### src/rtl/console_samp.sv
// console_samp: per-frame channel-scan sequencer.
// Each fs tick starts one frame. The block requests a conversion for every
// channel in turn, streams each result out over a valid/ready port, and
// returns a one-cycle fd to the tick generator after the last channel.
// Optional feature macro: CONSOLE_SAMP_TIMEOUT_EN. When it is defined, a
// conversion that goes 256 cycles without adc_ack is replaced by a marker
// sample, and the sticky adc_err port is added.
module console_samp #(
    parameter int NUM_CH = 8,   // channels per frame, 1..16
    parameter int DW     = 16   // sample width
) (
    input  logic          clk,
    input  logic          rst,       // asynchronous, active-low
    input  logic          fs,
    output logic          fd,
    output logic          adc_req,
    output logic [3:0]    adc_ch,
    input  logic          adc_ack,
    input  logic [DW-1:0] adc_data,
    output logic [DW-1:0] dout,
    output logic [3:0]    dout_ch,
    output logic          dout_vld,
    input  logic          dout_rdy,
    output logic [15:0]   frame_cnt,
`ifdef CONSOLE_SAMP_TIMEOUT_EN
    output logic          adc_err,
`endif
    output logic          overrun
);

    typedef enum logic [2:0] {
        IDLE,
        WAIT,
        REQ,
        OUT,
        DONE
    } state_t;

    localparam logic [3:0] LAST_CH = 4'(NUM_CH - 1);

    state_t        state_q, state_d;
    logic [3:0]    ch_q, ch_d;
    logic          armed_q, armed_d;
    logic          fs_prev_q, fs_prev_d;
    logic [DW-1:0] dout_q, dout_d;
    logic [3:0]    dout_ch_q, dout_ch_d;
    logic [15:0]   frame_cnt_q, frame_cnt_d;
    logic          overrun_q, overrun_d;
    logic          fs_rise;

`ifdef CONSOLE_SAMP_TIMEOUT_EN
    // Sample substituted when the ADC never answers: MSB set, rest zero.
    localparam logic [DW-1:0] TMO_DATA = {1'b1, {(DW-1){1'b0}}};

    logic [8:0] tmo_cnt_q, tmo_cnt_d;
    logic       adc_err_q, adc_err_d;
`endif

    assign fs_rise = fs & ~fs_prev_q;

    // Next-state, datapath and sticky-flag logic.
    always_comb begin
        // NOTE: every variable gets a default first, so no path can leave one
        // unassigned and infer a latch.
        state_d     = state_q;
        ch_d        = ch_q;
        armed_d     = armed_q;
        fs_prev_d   = fs;
        dout_d      = dout_q;
        dout_ch_d   = dout_ch_q;
        frame_cnt_d = frame_cnt_q;
        overrun_d   = overrun_q;
`ifdef CONSOLE_SAMP_TIMEOUT_EN
        adc_err_d   = adc_err_q;
        // Counts cycles spent in REQ; zero everywhere else, so it is zero on entry.
        tmo_cnt_d   = (state_q == REQ) ? tmo_cnt_q + 9'd1 : '0;
`endif

        // Any cycle with fs low re-arms; a level held across fd cannot retrigger.
        if (!fs) begin
            armed_d = 1'b1;
        end

        // A new fs edge while a frame is running is an error; the frame still finishes.
        if (fs_rise && (state_q == REQ || state_q == OUT || state_q == DONE)) begin
            overrun_d = 1'b1;
        end

        case (state_q)
            IDLE: state_d = WAIT;

            WAIT: begin
                if (fs && armed_q) begin
                    state_d = REQ;
                    ch_d    = '0;
                    armed_d = 1'b0;
                end
            end

            REQ: begin
                if (adc_ack) begin
                    dout_d    = adc_data;
                    dout_ch_d = ch_q;
                    state_d   = OUT;
                end
`ifdef CONSOLE_SAMP_TIMEOUT_EN
                else if (tmo_cnt_q == 9'd255) begin
                    dout_d    = TMO_DATA;
                    dout_ch_d = ch_q;
                    adc_err_d = 1'b1;
                    state_d   = OUT;
                end
`endif
            end

            OUT: begin
                if (dout_rdy) begin
                    if (ch_q == LAST_CH) begin
                        state_d = DONE;
                    end else begin
                        ch_d    = ch_q + 4'd1;
                        state_d = REQ;
                    end
                end
            end

            DONE: begin
                frame_cnt_d = frame_cnt_q + 16'd1;
                state_d     = WAIT;
            end

            default: state_d = IDLE;
        endcase
    end

    // State and datapath registers.
    always_ff @(posedge clk or negedge rst) begin
        if (!rst) begin
            state_q     <= IDLE;
            ch_q        <= '0;
            armed_q     <= 1'b1;
            fs_prev_q   <= 1'b0;
            dout_q      <= '0;
            dout_ch_q   <= '0;
            frame_cnt_q <= '0;
            overrun_q   <= 1'b0;
`ifdef CONSOLE_SAMP_TIMEOUT_EN
            tmo_cnt_q   <= '0;
            adc_err_q   <= 1'b0;
`endif
        end else begin
            // NOTE: non-blocking assignments so every flop samples pre-edge values.
            state_q     <= state_d;
            ch_q        <= ch_d;
            armed_q     <= armed_d;
            fs_prev_q   <= fs_prev_d;
            dout_q      <= dout_d;
            dout_ch_q   <= dout_ch_d;
            frame_cnt_q <= frame_cnt_d;
            overrun_q   <= overrun_d;
`ifdef CONSOLE_SAMP_TIMEOUT_EN
            tmo_cnt_q   <= tmo_cnt_d;
            adc_err_q   <= adc_err_d;
`endif
        end
    end

    // Moore outputs decoded from the state register.
    assign fd        = (state_q == DONE);
    assign adc_req   = (state_q == REQ);
    assign dout_vld  = (state_q == OUT);
    assign adc_ch    = ch_q;
    assign dout      = dout_q;
    assign dout_ch   = dout_ch_q;
    assign frame_cnt = frame_cnt_q;
    assign overrun   = overrun_q;
`ifdef CONSOLE_SAMP_TIMEOUT_EN
    assign adc_err   = adc_err_q;
`endif

endmodule

### config.mk
export PLATFORM = sky130hd
export DESIGN_NAME = console_samp
export DESIGN_NICKNAME = d
export VERILOG_FILES = /design/src/rtl/console_samp.sv
export SDC_FILE = /design/constraint.sdc
export NUM_CORES = 1
export LEC_CHECK = 0
export ABC_AREA = 1
export CORE_MARGIN = 5
export CORE_UTILIZATION = 66
export CTS_CLUSTER_SIZE = 30
export DETAILED_ROUTE_END_ITERATION = 10
export DONT_BUFFER_PORTS = 1
export PLACE_DENSITY = 0.81
export SYNTH_ARGS = -nofsm -noshare
export SYNTH_HDL_FRONTEND = slang
export SYNTH_SLANG_ARGS = --single-unit
### constraint.sdc
create_clock -name clk -period 4.1 [get_ports clk]
set_clock_uncertainty 0.1 [all_clocks]
set_input_delay 0.41 -clock clk [delete_from_list [all_inputs] [get_ports clk]]
set_output_delay 0.41 -clock clk [all_outputs]
set_load 0.05 [all_outputs]
==> key figures <==
Status
  – Status: finished, final reports clean

Timing
  – RSZ-0062 raised after global routing: false
  – Rel. slew slack: between 50% and 60%
  – Max Clk Rate: between 400 and 500 MHz
  – Share of the clock period used by the worst path: 51.0%
  – Final Max Tran Viols: 0
  – Final hold vios: 0
  – Worst-margin pin slew: approximately 0.62 ns
  – Hold Slack: 0.0908 ns
  – Count of final setup violators: 0
  – Final Critical Period: about 2.1 ns
  – Setup TNS: 0 ns

Synthesis
  – Main combinational cell family by area after synthesis: simple AND/OR/NAND/NOR gates
  – Syn Nets: 254
  – Post-Synth Adder-Cell Area: ~1.2%
  – Multiplexer area fraction after synthesis: 0%
  – Mapped cell area: 2050 um^2
  – Simple-Gate Fraction of Synth Area: 29.7%
  – Unique cell type count in the Yosys netlist: 24
  – Commonest cells in the netlist: nand2_1 (78), dfrtp_1 (45), nand3_1 (28)
  – Synth top area cells: dfrtp_1 (55%), nand2_1 (14%), nand3_1 (6.8%), inv_1 (3.3%), xor2_1 (3.0%)
  – Post-Synth XOR/XNOR Area: between 5 and 6%
  – Post-synth ARST share: 100%
  – Yosys warns: 0
  – Post-synthesis sequential area ratio: a little under three fifths
  – Synth Area in Compound Gates: under 10%
  – Number of synthesized register bits: 46
  – Synth area leader: dfrtp_1
  – Synth Flop Type: dfrtp_1
  – Top-count cell post-synth: nand2_1
  – Post-Synthesis Cells: 231
  – Synth top area share: 54.9%
  – Avg Cell Area, Syn: approximately 8.9 um^2
  – Number of flops mapped to enable cells by yosys: 0

Power and ir drop
  – P per Cell Area: between 600 and 700 nW/um^2
  – Internal Pwr Total: between 0.7 and 0.8 mW
  – Clk pwr share: approximately an eighth
  – VDD IR max: 0.406 mV
  – Seq pwr share: 64.5%
  – Logic pwr share: between 20% and 30%
  – Leakage power: around 1.1 nW
  – Switching Fraction: 51.5%
  – Net Switching: between 0.7 and 0.8 mW

Clocking
  – Clk_lat worst skew: 0.34 ns
  – CTS Buf Count: 5
  – Clock Tree Buf Depth: 2
  – Clock slew at reported path FFs: approximately 0.12 ns
  – Clock root cell: clkbuf_4
  – Clock H-tree levels: 2
  – Postcts setup bufs: 0
  – CTS tree: built
  – Sink Count: 46

Floorplan
  – Core area: ~3000 um^2
  – Die Ht: ~66 um
  – Chip Width: around 66 um
  – IO Pins: 65
  – Rows: 20
  – Die area: between 4000 and 5000 um^2
  – Starting Density: between 60% and 70%

Worst setup path
  – CP Capture Type: output port
  – CP Launch Type: flop
  – Critical path class: flop to output port
  – CP max FO: 7
  – Setup crit start: state_q[0]
  – R2r startpoint: state_q[2]
  – Critical path arrival: around 1.6 ns
  – Crit path required time: roughly 3.6 ns

Place
  – Port Buffers: 0
  – Gp weighted congestion: roughly 0.74
  – DP HPWL: 3.05 mm

Routing
  – Post-DRT Antenna Nets: 0
  – Vias: around 1500
  – Routed wire length: between 4 and 5 mm
  – DRC violations left: 0
  – DR iter-0 viols: 53
  – Drt wl/cell: between 10 and 15 um
  – Vias per cell: 5.44
  – DR pass1 iterations: 4

Cells and area
  – Share of cells above drive strength 1: 8.47%
  – Fin util: between 70% and 80%
  – Final Net Count: roughly 260
  – Diodes inserted: 0
  – Area growth, synth to finish: 6.22%

GRT
  – Total GRT Usage: 21.1%
  – Global-route wire length before repair: between 6 and 7 mm
  – Initial antenna violation count: 0
  – Largest net degree at the start of global routing: 47
  – GR Overflow Total: 0
  – Vias in the first global route: between 1500 and 2000

Run
  – Max cap viols: 0

Min path
  – Worst Hold Launch: adc_data[13]
  – Worst min path class: primary input to flop
[per-layer routing]
layer | wire (um) | vias up | GRT usage [%]
met1 | 1530 | 722 | 22.0
met2 | 2170 | 58 | 37.2
met3 | 354 | 7 | 7.86
met4 | 61 | 0 | 9.59
met5 | 0 | - | 0
li1 | - | 736 | -
[power by group through the flow]
stage | logic, mW | clock network [mW] | registers [mW]
4_1_cts | 0.331 | 0.195 | 0.947
3_3_place_gp | 0.297 | 0 | 0.953
5_1_grt | 0.383 | 0.217 | 0.960
2_1_floorplan | 0.267 | 0 | 0.925
6_report | 0.328 | 0.192 | 0.946
3_5_place_dp | 0.320 | 0 | 0.955
[cells by family after synthesis]
group	after synthesis
simple gates	136
flops	46
buf+inv	24
xor+xnor	13
compound gates	10
fa+ha+maj	2
[per-stage QoR]
| step | area, um^2 | cells | setup WS [ns] | power, mW |
|---|---|---|---|---|
| after floorplan | 2050 | 231 | 2.39 | 1.19 |
| final | 2180 | 280 | 2.01 | 1.47 |
| after detailed placement | 2090 | 270 | 2.11 | 1.28 |
| after CTS | 2180 | 280 | 1.99 | 1.47 |
| after global routing | 2180 | 280 | 1.91 | 1.56 |
| after global placement | 2090 | 270 | 2.23 | 1.25 |
[final timing paths]
path	cells after the start	to	slack, ns
worst max-delay path	3	fd	2.01
worst min-delay path	2	dout[13]	0.09
worst max register to register	5	dout[14]	2.12
worst min register to register	2	armed_q	0.38
max in group asynchronous	2	armed_q	3.21
min in group asynchronous	2	frame_cnt[12]	0.43
[flip-flops by register name, indices dropped and copies added (netlist names)]
signal,cells
fs_prev_q,1
dout,16
state_q,3
overrun,1
armed_q,1
frame_cnt,16
adc_ch,4
dout_ch,4
[worst max-delay path, cell delays in order (launching register included)]
cell     delay (ns)
dfrtp_1        0.46
nor2_2         0.20
nand2_2        0.17
inv_1          0.41
[cell type report]
type	count	area, um^2
clock buffers	7	45.0
fillers	235	850
inverters	18	67.6
multi-input cells	161	811
flip-flops and latches	46	1150
well taps	44	55.1
repair buffers	4	47.5
[what timing repair did]
item	CTS	global route
endpoints found under the setup margin	0	0
hold buffers	3	0
hold endpoints to repair	48	0
resized for setup	0	0
[layout by cell type (no fill, tap or decap), types with 2 or more instances in the layout]
cell            n
nand2_1        78
dfrtp_1        45
nand3_1        28
inv_1          18
nor2_1         13
xor2_1          7
xnor2_1         6
clkbuf_4        5
o21ai_1         4
o21ai_0         4
nor2_2          3
nor3_1          3
nor2_4          3
nand2_2         2
nand3b_1        2
ha_1            2
clkbuf_1        2
dlygate4sd3_1   2
Power figures use the tool's default switching activity.
